### src/rtl/ps2_host_tx.sv
// PS/2 host-to-device transmitter: inhibits the bus, issues request-to-send, shifts a byte
// with odd parity on device clock falling edges, then checks the device ACK.
module ps2_host_tx #(
   parameter int INHIBIT_CYCLES = 5000,
   parameter int TIMEOUT_CYCLES = 1000000
) (
   input  logic       CLOCK_50,
   input  logic       resetn,
   input  logic [7:0] tx_data,
   input  logic       tx_valid,
   output logic       tx_ready,
   input  logic       ps2_clk_in,
   input  logic       ps2_data_in,
   output logic       ps2_clk_oe,
   output logic       ps2_data_oe,
   output logic       tx_done,
   output logic       tx_error,
   output logic [1:0] err_code
);

   localparam int CNT_MAX = (INHIBIT_CYCLES > TIMEOUT_CYCLES) ? INHIBIT_CYCLES : TIMEOUT_CYCLES;
   localparam int CW      = $clog2(CNT_MAX + 1);
   localparam logic [CW-1:0] INH_LAST = CW'(INHIBIT_CYCLES - 1);
   localparam logic [CW-1:0] TO_LAST  = CW'(TIMEOUT_CYCLES - 1);

   typedef enum logic [2:0] {
      S_IDLE, S_INHIBIT, S_RTS, S_BITS, S_ACK, S_WAIT_IDLE
   } state_t;

   state_t        state_q, state_d;
   logic [CW-1:0] cnt_q, cnt_d;
   logic [3:0]    bit_cnt_q, bit_cnt_d;
   logic [9:0]    frame_q, frame_d;
   logic          clk_meta_q, clk_meta_d, clk_sync_q, clk_sync_d, clk_prev_q, clk_prev_d;
   logic          data_meta_q, data_meta_d, data_sync_q, data_sync_d;
   logic          clk_oe_q, clk_oe_d, data_oe_q, data_oe_d;
   logic          tx_ready_q, tx_ready_d, tx_done_q, tx_done_d, tx_error_q, tx_error_d;
   logic [1:0]    err_code_q, err_code_d;
   logic          fall, timeout_hit, nack_hit, idle_hit;

   assign fall = clk_prev_q & ~clk_sync_q;

   // State register
   always_ff @(posedge CLOCK_50) begin
      if (!resetn) begin
         state_q     <= S_IDLE;
         cnt_q       <= '0;
         bit_cnt_q   <= '0;
         frame_q     <= '0;
         clk_meta_q  <= 1'b1;
         clk_sync_q  <= 1'b1;
         clk_prev_q  <= 1'b1;
         data_meta_q <= 1'b1;
         data_sync_q <= 1'b1;
         clk_oe_q    <= 1'b0;
         data_oe_q   <= 1'b0;
         tx_ready_q  <= 1'b0;
         tx_done_q   <= 1'b0;
         tx_error_q  <= 1'b0;
         err_code_q  <= 2'b00;
      end else begin
         state_q     <= state_d;
         cnt_q       <= cnt_d;
         bit_cnt_q   <= bit_cnt_d;
         frame_q     <= frame_d;
         clk_meta_q  <= clk_meta_d;
         clk_sync_q  <= clk_sync_d;
         clk_prev_q  <= clk_prev_d;
         data_meta_q <= data_meta_d;
         data_sync_q <= data_sync_d;
         clk_oe_q    <= clk_oe_d;
         data_oe_q   <= data_oe_d;
         tx_ready_q  <= tx_ready_d;
         tx_done_q   <= tx_done_d;
         tx_error_q  <= tx_error_d;
         err_code_q  <= err_code_d;
      end
   end

   // Next-state logic
   always_comb begin
      clk_meta_d  = ps2_clk_in;
      clk_sync_d  = clk_meta_q;
      clk_prev_d  = clk_sync_q;
      data_meta_d = ps2_data_in;
      data_sync_d = data_meta_q;
      state_d     = state_q;
      cnt_d       = cnt_q;
      bit_cnt_d   = bit_cnt_q;
      frame_d     = frame_q;
      timeout_hit = 1'b0;
      nack_hit    = 1'b0;
      idle_hit    = 1'b0;
      case (state_q)
         S_IDLE: begin
            cnt_d     = '0;
            bit_cnt_d = '0;
            if (tx_valid && tx_ready_q) begin
               frame_d = {1'b1, ~^tx_data, tx_data};
               state_d = S_INHIBIT;
            end
         end
         S_INHIBIT: begin
            if (cnt_q == INH_LAST) begin
               cnt_d   = '0;
               state_d = S_RTS;
            end else begin
               cnt_d = cnt_q + 1'b1;
            end
         end
         S_RTS: begin
            cnt_d     = '0;
            bit_cnt_d = '0;
            state_d   = S_BITS;
         end
         S_BITS: begin
            if (fall) begin
               cnt_d     = '0;
               bit_cnt_d = bit_cnt_q + 1'b1;
               if (bit_cnt_q == 4'd9) state_d = S_ACK;
            end else if (cnt_q == TO_LAST) begin
               timeout_hit = 1'b1;
               state_d     = S_IDLE;
            end else begin
               cnt_d = cnt_q + 1'b1;
            end
         end
         S_ACK: begin
            if (fall) begin
               cnt_d = '0;
               if (!data_sync_q) begin
                  state_d = S_WAIT_IDLE;
               end else begin
                  nack_hit = 1'b1;
                  state_d  = S_IDLE;
               end
            end else if (cnt_q == TO_LAST) begin
               timeout_hit = 1'b1;
               state_d     = S_IDLE;
            end else begin
               cnt_d = cnt_q + 1'b1;
            end
         end
         S_WAIT_IDLE: begin
            if (clk_sync_q && data_sync_q) begin
               idle_hit = 1'b1;
               state_d  = S_IDLE;
            end else if (fall) begin
               cnt_d = '0;
            end else if (cnt_q == TO_LAST) begin
               timeout_hit = 1'b1;
               state_d     = S_IDLE;
            end else begin
               cnt_d = cnt_q + 1'b1;
            end
         end
         default: state_d = S_IDLE;
      endcase
   end

   // Output logic: registered, derived from the upcoming state
   always_comb begin
      clk_oe_d   = (state_d == S_INHIBIT) || (state_d == S_RTS);
      tx_ready_d = (state_d == S_IDLE);
      tx_done_d  = idle_hit;
      tx_error_d = timeout_hit | nack_hit;
      err_code_d = err_code_q;
      if (timeout_hit) err_code_d = 2'b01;
      else if (nack_hit) err_code_d = 2'b10;
      data_oe_d = 1'b0;
      case (state_d)
         S_RTS: data_oe_d = 1'b1;
         S_BITS: begin
            // Start bit is held from RTS until the first device falling edge
            if (state_q != S_BITS) data_oe_d = 1'b1;
            else if (fall)         data_oe_d = ~frame_q[bit_cnt_q];
            else                   data_oe_d = data_oe_q;
         end
         default: data_oe_d = 1'b0;
      endcase
   end

   assign tx_ready    = tx_ready_q;
   assign ps2_clk_oe  = clk_oe_q;
   assign ps2_data_oe = data_oe_q;
   assign tx_done     = tx_done_q;
   assign tx_error    = tx_error_q;
   assign err_code    = err_code_q;

endmodule

### config.mk
export PLATFORM = sky130hd
export DESIGN_NAME = ps2_host_tx
export DESIGN_NICKNAME = d
export VERILOG_FILES = /design/src/rtl/ps2_host_tx.sv
export SDC_FILE = /design/constraint.sdc
export NUM_CORES = 1
export LEC_CHECK = 0
export CORE_MARGIN = 2
export CORE_UTILIZATION = 55
export DETAILED_ROUTE_END_ITERATION = 12
export PLACE_DENSITY = 0.87
export SLEW_MARGIN = 20
export SYNTH_ARGS = -nofsm -noshare
export SYNTH_HDL_FRONTEND = slang
export SYNTH_SLANG_ARGS = --single-unit
### constraint.sdc
create_clock -name CLOCK_50 -period 5.6 [get_ports CLOCK_50]
set_input_delay 0.84 -clock CLOCK_50 [delete_from_list [all_inputs] [get_ports CLOCK_50]]
set_output_delay 0.84 -clock CLOCK_50 [all_outputs]
set_load 0.01 [all_outputs]
Word-level counts from Yosys, hierarchy flattened. Index checks and enable logic that the tools add are counted.

Add/subtract/negate cells: 2. Multipliers: 0. Div/mod/pow operators: 0. Magnitude comparators: 1. Equal/unequal tests: 15. Shift-type cells: 0. Multiplexer cells: 32. Bitwise gates (word level): 5. Reductions and logical operators: 16.

Operator list (number): 2-to-1 mux 20 bit (4); one-hot mux 20 bit (4 select lines) (1); 2-to-1 mux 3 bit (9); adder 20 x 1 -> 20 bit, second input constant (1); equality test 20 x 13 -> 1 bit, second input constant (1); equality test 20 bit, second input constant (1); one-hot mux 3 bit (6 select lines) (1); equality test 3 x 2 -> 1 bit, second input constant (4); 2-to-1 mux 1 bit (12); one-hot mux 4 bit (2 select lines) (1); AND reduction 2 bit (4); XNOR reduction 8 bit (1); equality test 3 x 1 -> 1 bit, second input constant (2); equality test 3 bit, second input constant (2); zero test 3 bit (2); OR reduction 2 bit (3); < comparator 4 x 5 -> 1 bit, second input constant (1); adder 4 x 1 -> 4 bit, second input constant (1); binary-select mux 1 bit (select 4 bit) (1); equality test 4 bit, second input constant (1); 2-to-1 mux 4 bit (1); inequality test 2 bit, second input constant (2); one-hot mux 1 bit (2 select lines) (2); nonzero test 2 bit (2); 8 further kinds (11).

Flip-flop bits (word level): 49. Latch bits: 0. Bits in writable memories: 0. ROM bits: 0. Input port bits: 13. Logic and storage cells: 87. Memories kept: 0.

Longest topological paths before layout.
Depth after elaboration: 7. Mapped depth: 7. Mapped depth without buffers: 6.

Worst setup path before layout. Ideal clock, no wire load.

Path type: flip-flop to flip-flop. Start: register cnt_q[0]. End: register clk_oe_q (netlist: ps2_clk_oe). Library setup time: 60 ps. Arrival: 1908 ps. Required time: 5540 ps. Setup slack: 3631 ps. Cell stages (with the launch flop): 7. Cell sequence: dfxtp_1 ha_1 and3_1 nand3_2 or4_1 a31oi_1 o221a_1.

Longest elaborated chain between the ends: 7. Elaborated cells between the ends (all ways): 12.

RTL lines: start: declaration (line 31) `logic [CW-1:0] cnt_q, cnt_d;`; start signal: assignment (line 63) `cnt_q <= cnt_d;`; equality test 20 bit (line 121, 137, 150); 2-to-1 mux 3 bit (line 121, 137, 150); 2-to-1 mux 3 bit (line 148) `end else if (fall) begin`; 2-to-1 mux 3 bit (line 145) `if (clk_sync_q && data_sync_q) begin`; one-hot mux 3 bit (6 select lines) * (line 94) `case (state_q)`; equality test 3 x 1 -> 1 bit / equality test 3 x 2 -> 1 bit (equally long branches) (line 163) `clk_oe_d = (state_d == S_INHIBIT) || (state_d == S_RTS);`; logical OR 1 bit * (line 163); end signal: assignment (line 71) `clk_oe_q <= clk_oe_d;`; end: declaration (line 36) `logic clk_oe_q, clk_oe_d, data_oe_q, data_oe_d;`.

Every way passes the cells marked *; elsewhere a longest branch is shown, timed or not. A chain may end at the register's enable or synchronous reset.

Final worst setup path. Ends and elaborated chain as after synthesis.

==> results <==
- Counting flops with a built-in enable in the synthesized netlist gives 0.
- The number of distinct library cell variants in the gate-level netlist after synthesis is 57.
- The startpoint class of the critical path is a flop.
- The dominant register cell in the synthesized netlist is sky130_fd_sc_hd__dfxtp_1.
- In the post-synthesis netlist, the biggest area contributors are sky130_fd_sc_hd__dfxtp_1, sky130_fd_sc_hd__xnor2_1, sky130_fd_sc_hd__mux2i_1, sky130_fd_sc_hd__nor2_1, sky130_fd_sc_hd__nor2b_1.
- Clock tree synthesis inserted a total of 5 buffers.
- The share of flip-flops with an asynchronous set or reset after synthesis is 0%.
- The first-pass GRT wire length is 8266 µm.
- TritonCTS built the clock tree.
- The port buffer count is 19.
- The diode insertion count for antenna repair is 0.
- The pre-antenna-repair detailed-routing pass consisted of 4 iterations.
- The largest single stage delay on the critical path is 0.51 ns.
- The post-route cell area is 2721 µm².
- The clock tree synthesis step divided the H-tree into 2 levels.
- Dividing the detail-routed wire length by the instance count gives 14.41 µm.
- The total instance count after detailed placement is between 300 and 400.
- The top cell type by total area after synthesis is sky130_fd_sc_hd__dfxtp_1.
- From bottom edge to top edge, the die measures between 70 and 80 µm.
- Overall power consumption after layout is estimated at between 600 and 700 µW.
- The critical path class is reg -> reg.
- In the synthesized netlist, the cells that appear most often are sky130_fd_sc_hd__dfxtp_1, sky130_fd_sc_hd__nor2_1, sky130_fd_sc_hd__nand2_1.
- The timing-limited maximum frequency is 0.4306 GHz.
- The post-CTS setup-driven buffer insertion count is 0.
- Setup repair after global routing left no endpoint under its margin.
- The floorplan step defined a die boundary enclosing 4944 µm².
- The critical path data arrival time is 2.56 ns.
- For the finished layout, the period the worst path requires is 2.322 ns.
- The maximum clock insertion buffer count is 2.
- For this run, design rule violations remaining after detail routing come to 0.
- The worst setup path is captured at a flop.
- The initial DRC count is 111.
- In the detailed route, the total length drawn on met2 is between 2000 and 2500 µm.
- The path class of the lowest-slack min-delay path is reg -> reg.
- Detailed routing inserted a total of slightly below 2k vias.
- In this run the remaining antenna-violating nets after routing total 0.
- The synthesized netlist cell count is 266.
- The number of nets handed over by synthesis was 282.
- The count of endpoints failing hold in the final timing report came to 0.
- The buffer type at the clock tree root is sky130_fd_sc_hd__clkbuf_8.
- Post-CTS repair changed the size of 0 cells.
- The largest driver fanout on the critical path is 8.
- Walking the worst path, the cells encountered are ha_1 -> and3_1 -> nand3_2 -> or4_1 -> a31oi_1 -> o221a_1.
- The post-synthesis to final-layout area growth is 12.52%.
- The fraction of final layout cells with drive strength greater than 1 is under 10%.
- The top-level port count is 20.
- Across the VDD grid, the largest voltage drop is 0.0001616 V.
- Headroom to the max-slew limit came out at a little over two fifths.
- In this run the power density over the cells is ~230 nW/µm².
- The non-filler instance count after layout is 333.
- The cell count of the worst reg-to-reg path is 6.
- Summed over all layers, the routed wires come to 4798 µm.
- The register bit total from synthesis is roughly 50.
- For this design, the sink count on the clock tree is 49.
- The post-synthesis instance area is around 2400 µm².
- The cell area after placement is roughly 2600 µm².
- Prior to clock tree synthesis, the placed netlist has a worst setup slack of slightly above 3 ns.
- The worst-case setup margin in the final layout is between 3 and 4 ns.
- The number of max-cap violations is 0.
- The cell at the slowest stage of the critical path is sky130_fd_sc_hd__or4_1.
- For this block, wires on met1 add up to roughly 2000 µm.
- At the later pin of the worst-skew pair, clock insertion delay measures 0.29 ns.
- The most frequent cell after synthesis is sky130_fd_sc_hd__dfxtp_1.
- The initial utilization of the core area, before any placement, comes to 56.32%.
- The summed negative setup slack over all endpoints is 0 ns.
- Clock-pin slew was measured on the worst setup and hold paths at 0.08 ns.
- The post-DP HPWL is between 3000 and 4000 µm.
- The hold buffer count at CTS is 0.
- Setup violations remaining at the end of the flow were counted as 0.
- The slew of the pin with the lowest slew margin is 0.8688 ns.
- The clock skew is 0.005451 ns.
- Across every metal layer, demand over resource in global routing totals about 21%.
- For this run, the register share of the synthesized area comes to 40.56%.
- The hold path depth is 1.
- Entering global routing, the biggest net connects 30 pins.
- Yosys printed 0 warnings.
- The core region is 4294 µm².
- After floorplanning, the core was divided into 24 placement rows.
- The uppermost metal layer occupied by signal nets is met4.
- In this run the mean area of a mapped cell was approximately 9.1 µm².
- The final number of max-transition violations is 0.
- The fraction of post-synthesis cell area in the top cell type by area is 40.56%.
- The run finished with clean final reports.
- The initial antenna violation count is 0.
- The total overflow reported by the global router is 0.
- From left edge to right edge, the die measures 70.31 µm.
- The period utilization is approximately two fifths.
- The last weighted congestion value of the routability-driven placer is 0.9527.
- The via count of the first global-routing pass is 1894.
- The leakage power is 0.0008475 µW.
- In the routed layout, each cell is associated on average with a via count of 5.934.
- The worst endpoint required time is 5.84 ns.
- Detailed routing placed a total of 201 µm of wire on met3.
- The number of nets in the final layout is 297.
placed cells by master, fill, tap and decap left out, types with 2 or more instances in the layout:
cell                              Yosys  final
sky130_fd_sc_hd__nand3_1              9      9
sky130_fd_sc_hd__nand4_1              5      5
sky130_fd_sc_hd__a31oi_1              2      2
sky130_fd_sc_hd__clkbuf_8             0      6
sky130_fd_sc_hd__a21oi_1              6      6
sky130_fd_sc_hd__inv_1                3      3
sky130_fd_sc_hd__nand2b_1             6      6
sky130_fd_sc_hd__nor3_1               6      6
sky130_fd_sc_hd__nor2_1              30     30
sky130_fd_sc_hd__nand2_1             18     18
sky130_fd_sc_hd__and2_1               4      4
sky130_fd_sc_hd__clkdlybuf4s50_1      0     19
sky130_fd_sc_hd__o31ai_1              4      4
sky130_fd_sc_hd__a211o_1              2      2
sky130_fd_sc_hd__or4_1                4      4
sky130_fd_sc_hd__mux4_2               2      2
sky130_fd_sc_hd__o21ai_1              3      3
sky130_fd_sc_hd__or3_1                4      4
sky130_fd_sc_hd__xor2_1               7      7
sky130_fd_sc_hd__nor2b_1             14     14
sky130_fd_sc_hd__o21ai_0              3      3
sky130_fd_sc_hd__inv_2                2      2
sky130_fd_sc_hd__nor4_1               5      4
sky130_fd_sc_hd__mux2i_1             12     12
sky130_fd_sc_hd__o211ai_1             2      2
sky130_fd_sc_hd__xnor2_1             16     16
sky130_fd_sc_hd__dfxtp_1             49     49
sky130_fd_sc_hd__ha_1                 3      3
sky130_fd_sc_hd__a211oi_1             2      2
sky130_fd_sc_hd__buf_4                1      2
sky130_fd_sc_hd__o21a_1               4      4
sky130_fd_sc_hd__nand3_2              2      2
final cells by class:
class / instances / area, µm²
Tap cell: 52 / 65.06
Fill cell: 355 / 1573
Timing Repair Buffer: 21 / 205.2
Sequential cell: 49 / 980.9
Clock buffer: 7 / 86.33
Multi-Input combinational cell: 199 / 1365
Inverter: 5 / 18.77
final timing paths:
kind	start	endpoint	slack (ns)
worst max register to register	cnt_q[0]$_SDFFE_PN0P_	ps2_clk_oe$_SDFF_PN0_	3.28
worst min-delay path	clk_meta_q$_SDFF_PN1_	clk_prev_d$_SDFF_PN1_	0.41
worst min register to register	clk_meta_q$_SDFF_PN1_	clk_prev_d$_SDFF_PN1_	0.41
worst max-delay path	cnt_q[0]$_SDFFE_PN0P_	ps2_clk_oe$_SDFF_PN0_	3.28
critical path: cells and delay by family, from the launching register on:
| family | cells | cell delay (ns) |
|---|---|---|
| and+or+nand+nor | 3 | 0.97 |
| AOI/OAI and AO/OA | 2 | 0.67 |
| adders and majority gates | 1 | 0.26 |
| DFF | 1 | 0.38 |
report_power, final:
part / internal [µW] / switching [µW]
Sequential: 356 / 5.83
Clock: 98.1 / 107
Combinational: 30.4 / 25.8
Total: 485 / 138
sequential cells by signal, indices dropped and copies added (netlist names):
register,cells
data_sync_q,1
ps2_data_oe,1
tx_ready,1
err_code,2
data_meta_q,1
clk_meta_q,1
cnt_q,20
state_q,3
tx_done,1
clk_prev_q,1
bit_cnt_q,4
clk_prev_d,1
frame_q,10
ps2_clk_oe,1
tx_error,1
metrics by stage:
step                      utilization (%)  hold slack (ns)
after floorplan                         -           0.3863
after CTS                           63.37           0.4119
after detailed placement            61.36           0.3928
final                               63.37           0.4104
after global routing                63.37           0.4269
after global placement              61.36           0.3888
metal layers:
layer	GRT usage [%]	up-vias
met1	24.71	939
li1	-	976
met5	0	-
met3	4.329	8
met4	8.547	0
met2	35.74	53
cells by family (layout without fill, tap and decap cells):
group | Yosys count | after routing | synth area share [%]
AOI/OAI and AO/OA | 40 | 40 | 12.47
xor gates and xnor gates | 23 | 23 | 8.329
adders and majority gates | 3 | 3 | 1.552
buffers and inverters | 18 | 33 | 3.259
DFF | 49 | 49 | 40.56
muxes | 15 | 15 | 7.294
and+or+nand+nor | 118 | 118 | 26.54
Note: power is estimated with default switching activity, not from simulation.
